<file path="src/rtl/rv32i_pkg.sv">
// Shared RV32I definitions: data width, instruction-word type and the
// boot loader's state encoding.
package rv32i_pkg;

    localparam int XLEN = 32;

    typedef logic [XLEN-1:0] instr_t;

    typedef enum logic [1:0] {
        S_LEN0 = 2'd0,
        S_LEN1 = 2'd1,
        S_DATA = 2'd2,
        S_DONE = 2'd3
    } load_state_e;

endpackage

</file>
<file path="src/rtl/imem_loader.sv">
// Boot loader: turns a length-prefixed little-endian byte stream into
// instruction-memory writes and holds the core in reset until the image is in.
module imem_loader
    import rv32i_pkg::*;
#(
    parameter int DEPTH  = 256,
    parameter int ADDR_W = $clog2(DEPTH)
) (
    input  logic              clk,
    input  logic              reset,
    input  logic [7:0]        rx_data,
    input  logic              rx_valid,
    output logic              rx_ready,
    input  logic              load_start,
    output logic              mem_we,
    output logic [ADDR_W-1:0] mem_addr,
    output instr_t            mem_wdata,
    output logic              core_reset,
    output logic              done,
    output logic              overflow,
    output load_state_e       dbg_state
);

    // Handshake: a byte transfers on a rising clk edge where rx_valid && rx_ready;
    // rx_ready depends only on the current state, never on rx_valid.

    load_state_e       state_q, state_d;
    logic [15:0]       cnt_q, cnt_d;
    logic [15:0]       word_idx_q, word_idx_d;
    logic [1:0]        byte_idx_q, byte_idx_d;
    logic [23:0]       asm_q, asm_d;
    logic              mem_we_q, mem_we_d;
    logic [ADDR_W-1:0] mem_addr_q, mem_addr_d;
    instr_t            mem_wdata_q, mem_wdata_d;
    logic              overflow_q, overflow_d;
    logic              done_q, done_d;
    logic              accept;

    assign rx_ready   = (state_q != S_DONE);
    assign accept     = rx_valid && rx_ready;
    assign mem_we     = mem_we_q;
    assign mem_addr   = mem_addr_q;
    assign mem_wdata  = mem_wdata_q;
    assign overflow   = overflow_q;
    assign done       = done_q;
    assign core_reset = !done_q;
    assign dbg_state  = state_q;

    always_comb begin
        state_d     = state_q;
        cnt_d       = cnt_q;
        word_idx_d  = word_idx_q;
        byte_idx_d  = byte_idx_q;
        asm_d       = asm_q;
        mem_we_d    = 1'b0;
        mem_addr_d  = mem_addr_q;
        mem_wdata_d = mem_wdata_q;
        overflow_d  = overflow_q;
        case (state_q)
            S_LEN0: begin
                if (accept) begin
                    cnt_d[7:0] = rx_data;
                    state_d    = S_LEN1;
                end
            end
            S_LEN1: begin
                if (accept) begin
                    cnt_d[15:8] = rx_data;
                    word_idx_d  = 16'd0;
                    byte_idx_d  = 2'd0;
                    state_d     = ({rx_data, cnt_q[7:0]} == 16'd0) ? S_DONE : S_DATA;
                end
            end
            S_DATA: begin
                if (accept) begin
                    if (byte_idx_q == 2'd3) begin
                        mem_wdata_d = {rx_data, asm_q};
                        mem_addr_d  = word_idx_q[ADDR_W-1:0];
                        // Words beyond the memory are swallowed so the stream stays aligned.
                        if ({1'b0, word_idx_q} < 17'(DEPTH)) begin
                            mem_we_d = 1'b1;
                        end else begin
                            overflow_d = 1'b1;
                        end
                        word_idx_d = word_idx_q + 16'd1;
                        byte_idx_d = 2'd0;
                        if (word_idx_q == cnt_q - 16'd1) begin
                            state_d = S_DONE;
                        end
                    end else begin
                        case (byte_idx_q)
                            2'd0:    asm_d[7:0]   = rx_data;
                            2'd1:    asm_d[15:8]  = rx_data;
                            default: asm_d[23:16] = rx_data;
                        endcase
                        byte_idx_d = byte_idx_q + 2'd1;
                    end
                end
            end
            S_DONE: begin
                if (load_start) begin
                    state_d    = S_LEN0;
                    overflow_d = 1'b0;
                end
            end
            default: state_d = S_LEN0;
        endcase
        // Release lags entry to S_DONE by one cycle so the last write lands while
        // the core is still held in reset; re-entering a load drops it at once.
        done_d = (state_q == S_DONE) && (state_d == S_DONE);
    end

    always_ff @(posedge clk) begin
        if (!reset) begin
            state_q     <= S_LEN0;
            cnt_q       <= 16'd0;
            word_idx_q  <= 16'd0;
            byte_idx_q  <= 2'd0;
            asm_q       <= 24'd0;
            mem_we_q    <= 1'b0;
            mem_addr_q  <= '0;
            mem_wdata_q <= '0;
            overflow_q  <= 1'b0;
            done_q      <= 1'b0;
        end else begin
            state_q     <= state_d;
            cnt_q       <= cnt_d;
            word_idx_q  <= word_idx_d;
            byte_idx_q  <= byte_idx_d;
            asm_q       <= asm_d;
            mem_we_q    <= mem_we_d;
            mem_addr_q  <= mem_addr_d;
            mem_wdata_q <= mem_wdata_d;
            overflow_q  <= overflow_d;
            done_q      <= done_d;
        end
    end

endmodule
</file>
<file path="config.mk">
export PLATFORM = sky130hd
export DESIGN_NAME = imem_loader
export DESIGN_NICKNAME = d
export VERILOG_FILES = /design/src/rtl/rv32i_pkg.sv /design/src/rtl/imem_loader.sv
export SDC_FILE = /design/constraint.sdc
export NUM_CORES = 1
export LEC_CHECK = 0
export BUFFER_PORTS_ARGS = -buffer_cell sky130_fd_sc_hd__clkbuf_2
export CORE_MARGIN = 4
export CORE_UTILIZATION = 30
export DETAILED_ROUTE_END_ITERATION = 6
export GPL_ROUTABILITY_DRIVEN = 1
export HOLD_SLACK_MARGIN = 0.12
export RECOVER_POWER = 50
export SLEW_MARGIN = 5
export SYNTH_ARGS = -nofsm -noshare
export SYNTH_HDL_FRONTEND = slang
export SYNTH_SLANG_ARGS = --single-unit
</file>
<file path="constraint.sdc">
create_clock -name clk -period 3.3 [get_ports clk]
set_clock_uncertainty 0.2 [all_clocks]
set_input_delay 0.495 -clock clk [delete_from_list [all_inputs] [get_ports clk]]
set_output_delay 0.495 -clock clk [all_outputs]
set_load 0.01 [all_outputs]
</file>
# ---- Word-level counts from Yosys, hierarchy flattened
# Index checks and enable logic that the tools add are counted.
dict set report word_totals {
  regBits 103
  inputBits 12
  output_inout_bits 47
  wordCells 73
}
dict set report classes {
  n_addsub 3
  magnitude_cmp 1
  eq_ne 13
  muxes 22
  bitwise_logic 2
  n_reduce_logical 19
}
# operator n
set ops {}
lappend ops {{16-bit 2-to-1 mux} 3}
lappend ops {{16-bit case mux with 2 select lines} 1}
lappend ops {{4-bit AND reduction} 5}
lappend ops {{2-bit 2-to-1 mux} 9}
lappend ops {{16-bit by 1-bit adder with 16-bit output (second input constant)} 1}
lappend ops {{16-bit == test} 1}
lappend ops {{16-bit logical NOT} 1}
lappend ops {{16-bit by 9-bit less-than comparator with 1-bit output (second input constant)} 1}
lappend ops {{16-bit by 1-bit subtractor with 16-bit output (second input constant)} 1}
lappend ops {{2-bit inequality test (second input constant)} 6}
lappend ops {{2-bit == test (second input constant)} 4}
lappend ops {{2-bit case mux with 4 select lines} 1}
lappend ops {{1-bit 2-to-1 mux} 6}
lappend ops {{3-bit AND reduction} 2}
lappend ops {{5-bit AND reduction} 1}
lappend ops {{2-bit by 1-bit == test with 1-bit output (second input constant)} 2}
lappend ops {{2-bit logical NOT} 2}
lappend ops {{2-bit case mux with 2 select lines} 1}
lappend ops {{2-bit AND reduction} 2}
lappend ops {{2-bit nonzero test} 2}
lappend ops {{2-bit by 1-bit adder with 2-bit output (second input constant)} 1}
lappend ops {{1-bit logical AND} 2}
lappend ops {{1-bit NOT} 2}
lappend ops {{1-bit case mux with 2 select lines} 1}
lappend ops {{other kinds (2)} 2}

# ---- Longest topological paths before layout
# Gate-level depths: netlist of the first run.
dict set report depth {
  depth_word 8
  ltp_mapped 10
  ltp_nobuf 8
}

# ---- Worst setup path after synthesis of the first run
# No wires, ideal clock.
dict set report synth_timing {
  path_type {register -> register}
  start {reg byte_idx_q[0]}
  end {reg state_q[0], in the netlist dbg_state[0]}
  setup_time_ps 84
  t_arrival_ps 2110
  slack_ps 906
  stages_incl_launch_ff 9
  path_buffers 1
  path_cell_list {dfxtp_1 ha_1 and4b_1 buf_4 nand2_1 or4_4 a2111oi_4 nand4_1 o31ai_2}
}
dict set report synth_via {
  elab_chain_cells 4
}
# element line_no
set synth_lines {}
lappend synth_lines {{from (decl)} imem_loader.sv:30} ;# logic [1:0] byte_idx_q, byte_idx_d;
lappend synth_lines {{from (signal assigned)} imem_loader.sv:129} ;# byte_idx_q <= byte_idx_d;
lappend synth_lines {{2-bit == test} imem_loader.sv:76} ;# if (byte_idx_q == 2'd3) begin
lappend synth_lines {{2-bit 2-to-1 mux} imem_loader.sv:76}
lappend synth_lines {{2-bit 2-to-1 mux} imem_loader.sv:75} ;# if (accept) begin
lappend synth_lines {{2-bit case mux with 4 select lines} imem_loader.sv:59} ;# case (state_q)
lappend synth_lines {{to (signal assigned)} imem_loader.sv:126} ;# state_q <= state_d;
lappend synth_lines {{to (decl)} imem_loader.sv:27} ;# load_state_e state_q, state_d;
# No other way between the ends.
# A chain may end at the register's enable or synchronous reset.

# ---- Worst setup path in the final report of the first run
dict set report layout_timing {
  start {reg cnt_q[0]}
  end {reg state_q[0], in the netlist dbg_state[0]}
}
dict set report layout_via {
  elab_chain_cells 6
  word_cells_on_any_way 9
}
# element line_no
set layout_lines {}
lappend layout_lines {{from (decl)} imem_loader.sv:28} ;# logic [15:0] cnt_q, cnt_d;
lappend layout_lines {{from (signal assigned)} imem_loader.sv:127} ;# cnt_q <= cnt_d;
lappend layout_lines {{16-bit by 1-bit subtractor with 16-bit output} imem_loader.sv:87} ;# if (word_idx_q == cnt_q - 16'd1) begin
lappend layout_lines {{16-bit == test} imem_loader.sv:87}
lappend layout_lines {{2-bit 2-to-1 mux} imem_loader.sv:87}
lappend layout_lines {{2-bit 2-to-1 mux} imem_loader.sv:76}
lappend layout_lines {{2-bit 2-to-1 mux} imem_loader.sv:75}
lappend layout_lines {{2-bit case mux with 4 select lines *} imem_loader.sv:59}
# Mark *: on every way between the ends. The rest lies on a longest branch, timed or not.

==> results_dict.tcl, run 1 <==
set metrics [dict create \
    initialDrtViolationCount 277 \
    status "finished, final reports clean" \
    grt-ovfl-total 0 \
    wirelength_mm 12.52 \
    slowest_stage "or4b_1" \
    clk_pin_slew_ns 0.07 \
    start_util_pct 30.88 \
    cts_resized 0 \
    cts_sinks 103 \
    clk_latency_ns 0.35 \
    gp_congestion 0.8314 \
    layout-drive-gt1-share_pct 6.100 \
    die_area_sq_um 17900 \
    ys_seq_area_share_pct 43.44 \
    crit_required_ns 3.33 \
    detail_route.wl_per_cell_um 15.01 \
    p_leak_nw 1.805 \
    end_kind "flip-flop" \
    path_buf_inv 1 \
    antenna_found_initial 0 \
    max-slew-margin-rel_pct 44.29 \
    postSynthAreaPerCell_sq_um 8.213 \
    yosys_register_bits 103 \
    route.detailed.drc 0 \
    fp.coreArea_sq_um 15370 \
    cts_tree "yes" \
    cts_setup_buffers 0 \
    worstSetupPathType "reg2reg" \
    grt_pass1_wl_mm 20.44 \
    die_x_um 133.8 \
    die-height_um 133.8 \
    place_hpwl_mm 8.783 \
    num_vias 4132 \
    drt_first_pass_iters 5 \
    rsz0062_at_grt "no" \
    n_antenna_cell 0 \
    synthCells 578 \
    fmax_mhz 364.2 \
    grt_usage_pct 14.18 \
    cp.arrival_ns 2.77 \
    whs_ns 0.2629 \
    path_max_fanout 15 \
    yosys.cell_types.count 48 \
    syn_area_sq_um 4747 \
    tightest_slew_ns 0.8356 \
    hold_viol_final 0 \
    path_delay_family "simple AND/OR/NAND/NOR gates" \
    clockRootBuffer "clkbuf_16" \
    cap_violations 0 \
    final_cells 834 \
    dp.cells 818 \
    ir_drop_mv 0.3078 \
    nets 636 \
    finalSetupViolCount 0 \
    vias_per_cell 4.954 \
    htree_levels 3 \
    portBuffers 58 \
    grt_pass1_vias 4052 \
    antenna_left 0 \
    period_minus_slack_ns 2.746 \
    ios 59 \
    power_density_nw_per_um2 480.7 \
    area_growth_pct 14.60 \
    maxSlewViolCount 0 \
    syn-num-nets 596 \
    crit_chain "inv_1 -> ha_1 -> or4b_1 -> nor3_1 -> mux2i_1 -> nor2_1 -> a211oi_1 -> o31ai_2" \
    max_stage_delay_ns 0.55 \
    cts_buffer_depth 2 \
    num_rows 45 \
    grt_max_degree 75 \
    holdBufCountCts 0 \
    cts_made_buffers 9 \
    yosys_warnings 0 \
    cp-start-kind "flip-flop" \
    timing.final.crit_share_pct 83.21 \
    hold_path.class "reg2reg" \
    final.setup.tns_ns 0 \
]
[registers in the layout, summed over array words and instances (netlist names), 2 cells and up]
register	cells
asm_q	24
byte_idx_q	2
cnt_q	16
dbg_state	2
mem_addr	8
mem_wdata	32
word_idx_q	16
[area by class of cell]
class | instances | area, sq um
fillers | 1590 | 9931
multi-input cells | 429 | 2504
inverters | 9 | 33.78
clock buffers | 11 | 232.7
well taps | 211 | 264.0
repair buffers | 66 | 282.8
clock inverters | 5 | 61.31
flip-flops and latches | 103 | 2062
[path summary, 6_finish.rpt]
kind                                 from             to  slack (ns)  cells past startpoint
worst min-delay path            asm_q[22]  mem_wdata[22]        0.26                      2
worst min register to register  asm_q[22]  mem_wdata[22]        0.26                      2
worst max-delay path             cnt_q[0]   dbg_state[0]        0.55                      8
worst max register to register   cnt_q[0]   dbg_state[0]        0.55                      8
[cell families (layout without fill, tap and decap cells)]
| family | count (synthesis) | count (layout) | synth area share (%) |
|---|---|---|---|
| simple gates | 274 | 274 | 26.62 |
| compound gates | 112 | 112 | 17.55 |
| flops | 103 | 103 | 43.44 |
| buf+inv | 46 | 91 | 3.822 |
| xor+xnor | 31 | 31 | 5.720 |
| fa+ha+maj | 6 | 6 | 1.581 |
| mux | 6 | 6 | 1.265 |
[through the flow]
stage | utilization (%) | worst slack, ns | total power (W) | instance area, sq um
floorplan | - | 0.9058 | 0.001495 | 4747
global placement | 33.92 | 0.6424 | 0.001567 | 5214
finish | 35.39 | 0.5542 | 0.002615 | 5440
CTS | 35.83 | 0.5609 | 0.002648 | 5508
global route | 35.39 | 0.3125 | 0.002721 | 5440
detailed placement | 33.92 | 0.5563 | 0.001574 | 5214
[per-layer routing]
metal  vias up  GRT usage (%)  wire, um
met5         -              0         0
met4         0          4.686       280
met3        25          3.901       635
met2       112          23.75      5992
met1      1949          17.66      5611
li1       2046              -         -
[cells in the final DEF (no fill, tap or decap), types with 3 or more instances in the layout]
master and n:
xor2_1 19, xnor2_1 12, ha_1 6, o2111ai_1 3
nor2_1 31, nand3_1 40, nand4_1 3, inv_1 8
o31ai_1 3, nor4_1 8, nor2b_1 16, a21oi_1 12
nor3_1 8, clkbuf_16 9, a21boi_0 76, clkbuf_1 50
and3_1 4, buf_4 5, inv_6 3, nand2_1 143
dfxtp_1 103, o21ai_0 5, mux2i_1 6, clkbuf_2 13
nand3b_1 3
[power by group]
group / switching, W / total, W / internal [W]
Combinational: 0.000159 / 0.000256 / 0.0000968
Sequential: 0.0000305 / 0.00129 / 0.00126
Clock: 0.000474 / 0.00107 / 0.000596
Total: 0.000663 / 0.00262 / 0.00195
[tightest hold or removal path: cells and delay by family (launching register included)]
family           cells  cell delay (ns)
flip-flops           1             0.31
AO/OA/AOI/OAI        1             0.06
AND/OR/NAND/NOR      1             0.05
[cell usage after synthesis (all sizes together)]
| cell | instances | area share [%] |
|---|---|---|
| a2111oi | 3 | 0.98 |
| a211o | 1 | 0.18 |
| a211oi | 2 | 0.32 |
| a21boi | 76 | 12 |
| a21oi | 12 | 1.3 |
| a31o | 1 | 0.18 |
| a31oi | 2 | 0.26 |
| a32oi | 1 | 0.18 |
| and2 | 2 | 0.26 |
| and3 | 4 | 0.53 |
| and4 | 2 | 0.37 |
| and4b | 2 | 0.42 |
| buf | 8 | 0.82 |
| clkbuf | 29 | 2.3 |
| clkinv | 1 | 0.079 |
| dfxtp | 103 | 43 |
| ha | 6 | 1.6 |
| inv | 8 | 0.63 |
| mux2i | 6 | 1.3 |
| nand2 | 143 | 11 |
| nand2b | 2 | 0.26 |
| nand3 | 40 | 4.2 |
| nand3b | 3 | 0.47 |
| nand4 | 3 | 0.40 |
| nor2 | 31 | 2.5 |
| nor2b | 16 | 2.1 |
| nor3 | 9 | 1.1 |
| nor3b | 1 | 0.16 |
| nor4 | 9 | 1.3 |
| nor4b | 1 | 0.18 |
| o2111ai | 3 | 0.55 |
| o211ai | 1 | 0.16 |
| o21ai | 5 | 0.53 |
| o31ai | 4 | 0.74 |
| o41ai | 1 | 0.18 |
| or3 | 1 | 0.13 |
| or4 | 3 | 0.55 |
| or4b | 2 | 0.42 |
| xnor2 | 12 | 2.2 |
| xor2 | 19 | 3.5 |
(Power assumes the default switching activity.)
==> run 2, diff against run 1 <==
- clock period: 3.3 -> 2.2 ns (I/O delays scaled with it)
==> run 2 against run 1 <==
Effect of this change:
- critical path depth is the same
- highest routed layer unchanged
- sequential share of layout area fell by 2.1 points
- non-clock buffer count increased by 34
- design area up 6.2%
- sequential cell count is the same
- worst setup slack got worse by 0.54 ns
- first-iteration DRC count fell by 16%
- maximum frequency increased by 25%
- die area is the same
==> results_dict.tcl, run 2 (synthesis gave the netlist of run 1 again) <==
set metrics [dict create \
    cp.arrival_ns 2.26 \
    path_max_fanout 3 \
    maxSlewViolCount 0 \
    hold_path.startpoint "load_start" \
    post-route-util_pct 37.59 \
    p_leak_nw 1.964 \
    portBuffers 58 \
    max-slew-margin-rel_pct 61.20 \
    start_util_pct 30.88 \
    cts_tree "yes" \
    final.setup.tns_ns 0 \
    top_layer "met4" \
    grt_pass1_wl_mm 21.35 \
    cap_violations 0 \
    grt_pass1_vias 4247 \
    final_common_cell "nand2_1" \
    route.detailed.drc 0 \
    r2r_start "cnt_q[0]" \
    pwr-share-clk_pct 38.6 \
    internal-power_w 0.002890 \
    ir_drop_mv 0.4151 \
    cts_buffer_depth 2 \
    slowest_stage "or4b_4" \
    startpoint "cnt_q[0]" \
    largest_reg_flops 32 \
    htree_levels 3 \
    path_delay_family "simple AND/OR/NAND/NOR gates" \
    final_cells 867 \
    reg2reg_depth 8 \
    die_area_sq_um 17900 \
    die_x_um 133.8 \
    antenna_left 0 \
    rsz0062_at_grt "yes" \
    tightest_slew_ns 0.5820 \
    crit_chain "inv_2 -> ha_4 -> or4b_4 -> nor3_4 -> a21boi_2 -> a2111oi_4 -> nand4_1 -> o31ai_2" \
    dp.cells 850 \
    max_stage_delay_ns 0.50 \
    area_growth_pct 21.72 \
    antenna_found_initial 0 \
    crit_required_ns 2.27 \
    num_vias 4225 \
    cp-start-kind "flip-flop" \
    die-height_um 133.8 \
    whs_ns 0.1343 \
    hold_path_depth 4 \
    status "finished, final reports clean" \
    grt_max_degree 47 \
    hold_path.class "in2reg" \
    finalSetupViolCount 0 \
    met3WireLength_um 512 \
    m1WireLength_mm 6.081 \
    cts_sinks 103 \
    worstSetupPathType "reg2reg" \
    cts_made_buffers 9 \
    power_density_nw_per_um2 676.7 \
    fmax_mhz 456.5 \
    clk_pin_slew_ns 0.07 \
    sequentialPowerShare_pct 49.1 \
    met2_length_mm 6.232 \
    switching_power_w 0.001021 \
    wirelength_mm 13.09 \
    grt_usage_pct 14.77 \
    gp_congestion 0.8681 \
    fp.coreArea_sq_um 15370 \
    num_rows 45 \
    grt-ovfl-total 0 \
    final_cell_mix "nand2_1, dfxtp_1, a21boi_0, clkbuf_1, nand3_1" \
    clk_latency_ns 0.35 \
    vias_per_cell 4.873 \
    drt_first_pass_iters 4 \
    detail_route.wl_per_cell_um 15.10 \
    path_depth 8 \
    layout-drive-gt1-share_pct 12.80 \
    timing.final.crit_share_pct 99.56 \
    hold_viol_final 0 \
    n_antenna_cell 0 \
    nets 670 \
    clockRootBuffer "clkbuf_16" \
    initialDrtViolationCount 233 \
    period_minus_slack_ns 2.190 \
    ios 59 \
    pwr-share-comb_pct 12.4 \
    swShare_pct 26.10 \
    path_buf_inv 1 \
    place_hpwl_mm 9.431 \
    end_kind "flip-flop" \
]
## run 2: cell count changes in the layout (fill, tap and decap cells not counted), moves of 3 or more
cell	delta
dfxtp_1	-3
nor3_1	-3
buf_4	+28
clkbuf_1	+4
## run 2: timing repair
item / 4_1_cts / 5_1_grt
pin swaps: 1 / 1
buffers inserted: 0 / 1
resized for setup: 6 / 7
hold endpoints to repair: 1 / 0
setup endpoints to repair: 2 / 10
hold buffers: 1 / 0
## run 2: worst register-to-register path: cells and delay by family (launching register included)
kind,cells,cell delay [ns]
buffers and inverters,1,0.08
adders and majority gates,1,0.12
DFF,1,0.33
AOI/OAI and AO/OA,3,0.58
and+or+nand+nor,3,0.82
## run 2: power by group through the flow
stage | Sequential, W | Clock [W] | Combinational [W]
floorplan | 0.00195 | 0 | 0.000301
global placement | 0.00196 | 0 | 0.000458
detailed placement | 0.00196 | 0 | 0.000470
CTS | 0.00192 | 0.00155 | 0.000478
global route | 0.00192 | 0.00162 | 0.000528
finish | 0.00192 | 0.00151 | 0.000483
## run 2: through the flow
step / setup slack (ns) / total power (W) / area (sq um)
after floorplan: -0.009768 / 0.002256 / 4805
after global placement: 0.05723 / 0.002416 / 5514
after detailed placement: -0.02188 / 0.002429 / 5514
after CTS: 0.003738 / 0.003941 / 5819
after global routing: -0.08280 / 0.004066 / 5778
final: 0.009641 / 0.003910 / 5778
## run 2: final cells by class
cell class / instances / area (sq um)
Clock buffer: 11 / 242.7
Clock inverter: 4 / 32.53
Fill cell: 1591 / 9593
Inverter: 9 / 33.78
Multi-Input combinational cell: 429 / 2595
Sequential cell: 103 / 2071
Tap cell: 211 / 264.0
Timing Repair Buffer: 100 / 539.3
## run 2: path summary, 6_finish.rpt
| path | endpoint | slack [ns] |
|---|---|---|
| max | dbg_state[0] | 0.01 |
| min | overflow | 0.13 |
| max reg2reg | dbg_state[0] | 0.01 |
| min reg2reg | mem_wdata[1] | 0.26 |
## run 2: metal layers
metal,track usage [%],up-vias
met1,18.97,2003
met2,24.48,94
met4,4.286,0
met5,0,-
met3,3.863,22
li1,-,2106
==> run 3, diff against run 2 <==
- ABC_AREA: unset -> 1
- ABC_CLOCK_PERIOD_IN_PS: unset -> 2200
- CORE_MARGIN: 4 -> 2
==> run 3 against run 2 <==
Effect of this change:
- worst hold slack better by 0.015 ns
- sequential power about the same
- design area decreased by 7.0%
- maximum frequency grew 11%
- non-clock buffer count decreased by 25
- largest power group unchanged
==> results_dict.tcl, run 3 <==
set metrics [dict create \
    fin_ws_ns 0.2212 \
    drt_first_pass_iters 4 \
    grt_max_degree 47 \
    synth_compound_area_share_pct 14.76 \
    grt_pass1_wl_mm 20.16 \
    ys_seq_area_share_pct 44.97 \
    hold_viol_final 0 \
    clk_latency_ns 0.35 \
    synth-async-reset-ratio_pct 0 \
    cts_buffer_depth 2 \
    layout-drive-gt1-share_pct 8.158 \
    clockRootBuffer "clkbuf_16" \
    final_area_sq_um 5375 \
    synth_top_cell_by_area "dfxtp_1" \
    gp_congestion 0.8349 \
    synthCells 646 \
    cp.arrival_ns 2.02 \
    finalSetupViolCount 0 \
    slowest_stage "dfxtp_1" \
    final.setup.tns_ns 0 \
    final_common_cell "nand2_1" \
    tightest_slew_ns 0.5145 \
    rsz0062_at_grt "no" \
    ir_drop_mv 0.4905 \
    place_area_sq_um 5122 \
    route.detailed.drc 0 \
    fp.coreArea_sq_um 15090 \
    cap_violations 0 \
    syn-num-nets 664 \
    cts_setup_buffers 0 \
    synthTopCellsByArea "dfxtp_1, nand2_1, a21oi_1" \
    portBuffers 58 \
    crit_required_ns 2.24 \
    max-slew-margin-rel_pct 65.65 \
    regArea_sq_um 2062 \
    antenna_found_initial 0 \
    timing.final.crit_share_pct 89.94 \
    synth.mux.area_fraction_pct 0 \
    path_max_fanout 7 \
    power_density_nw_per_um2 759.0 \
    synth_top_family_by_area "simple AND/OR/NAND/NOR gates" \
    period_minus_slack_ns 1.979 \
    cts_tree "yes" \
    final_cell_mix "nand2_1, dfxtp_1, a21oi_1, nor2_1, inv_1" \
    cp-start-kind "flip-flop" \
    syn_area_sq_um 4586 \
    multi_input_area_sq_um 2157 \
    synthAdderAreaFrac_pct 1.637 \
    clk_pin_slew_ns 0.08 \
    cts_sinks 103 \
    whs_ns 0.1497 \
    num_rows 45 \
    largest_reg_flops 32 \
    post-route-util_pct 35.62 \
    yosys_warnings 0 \
    n_antenna_cell 0 \
    wirelength_mm 12.21 \
    fill_cells 1650 \
    yosys.area_share.simple_pct 28.46 \
    synth_most_common_cell "nand2_1" \
    area_growth_pct 17.22 \
    yosys.cell_types.count 33 \
    ios 59 \
    htree_levels 3 \
    die-height_um 127.6 \
    grt-ovfl-total 0 \
    vias_per_cell 4.628 \
    fmax_mhz 505.4 \
    worstSetupPathType "reg2reg" \
    place_hpwl_mm 8.664 \
    grt_pass1_vias 3878 \
    p_leak_nw 2.131 \
    maxSlewViolCount 0 \
    antenna_left 0 \
    max_stage_delay_ns 0.39 \
    initialDrtViolationCount 448 \
    detail_route.wl_per_cell_um 13.58 \
    synth.top_cells.by_count "nand2_1, dfxtp_1, a21oi_1" \
    yosys_register_bits 103 \
    status "finished, final reports clean" \
    crit_chain "ha_1 -> inv_1 -> nand2_4 -> nand2_2 -> nor3_2 -> nand3_1 -> nor2_1 -> nand2_1 -> o21ai_0 -> a21oi_1" \
    hold_path.class "in2reg" \
    dp_worst_setup_slack_ns 0.2306 \
    die_x_um 127.6 \
    post_synth_xor_area_fraction_pct 2.292 \
    num_vias 4161 \
    start_util_pct 30.39 \
    postSynthAreaPerCell_sq_um 7.099 \
    die_area_sq_um 16290 \
    synth_edf_count 0 \
    grt_usage_pct 15.65 \
    synthFlopType "dfxtp_1" \
    end_kind "flip-flop" \
    nets 724 \
    synth.top_cell.area_share_pct 44.97 \
    cts_made_buffers 9 \
]
## run 3: cell count changes after synthesis, moves of 6 or more
| cell | change |
|---|---|
| clkbuf_1 | -14 |
| o21ai_0 | +44 |
| a21boi_0 | -76 |
| mux2i_1 | -6 |
| nor4_1 | -6 |
| nor2_1 | +45 |
| xor2_1 | -11 |
| a21oi_1 | +66 |
| inv_1 | +53 |
| xnor2_1 | -8 |
| nand2_1 | +15 |
| nor2b_1 | -16 |
## run 3: layer usage
layer	GRT usage, %	vias to the layer above	wire, um
li1	-	2193	-
met4	4.719	0	204
met1	21.47	1894	6104
met2	25.01	62	5476
met3	2.973	12	424
met5	0	-	0
## run 3: through the flow
step                      cells  total power, W
after floorplan             646        0.002262
after global placement      882        0.002391
after detailed placement    882        0.002392
after CTS                   899        0.004119
after global routing        899        0.004273
final                       899        0.004080
## run 3: repair_timing
| item | 4_1_cts | 5_1_grt |
|---|---|---|
| endpoints found under the setup margin | 0 | 1 |
| hold buffers | 1 | 0 |
| endpoints found under the hold margin | 1 | 0 |
| resized for setup | 0 | 1 |
## run 3: cell type report
cell class              instances  area share [%]
well taps                     188           4.376
multi-input cells             453           40.13
clock buffers                  10           4.446
clock inverters                 6           1.606
flip-flops and latches        103           38.36
repair buffers                 75           6.611
inverters                      64           4.469
## run 3: cells by family after synthesis
family                     count (synthesis)
AOI/OAI and AO/OA                        133
xor gates and xnor gates                  12
adders and majority gates                  6
buffers and inverters                     90
DFF                                      103
and+or+nand+nor                          302
## run 3: critical path: cells and delay by family (launching register included)
family          cells  cell delay (ns)
compound gates      2             0.19
fa+ha+maj           1             0.18
buf+inv             1             0.07
flops               1             0.39
simple gates        6             0.82
## run 3: worst paths after layout
path	slack, ns	end	start	cells after the start
min	0.15	mem_wdata[25]	rx_data[1]	3
max	0.22	word_idx_q[12]	byte_idx_q[1]	10
min reg2reg	0.26	mem_wdata[21]	asm_q[21]	2
max reg2reg	0.22	word_idx_q[12]	byte_idx_q[1]	10
## run 3: power by group
group	total, W	switching (W)	internal (W)
registers	0.00193	0.0000351	0.00190
logic	0.000415	0.000279	0.000136
clock network	0.00173	0.000784	0.000946
total	0.00408	0.00110	0.00298
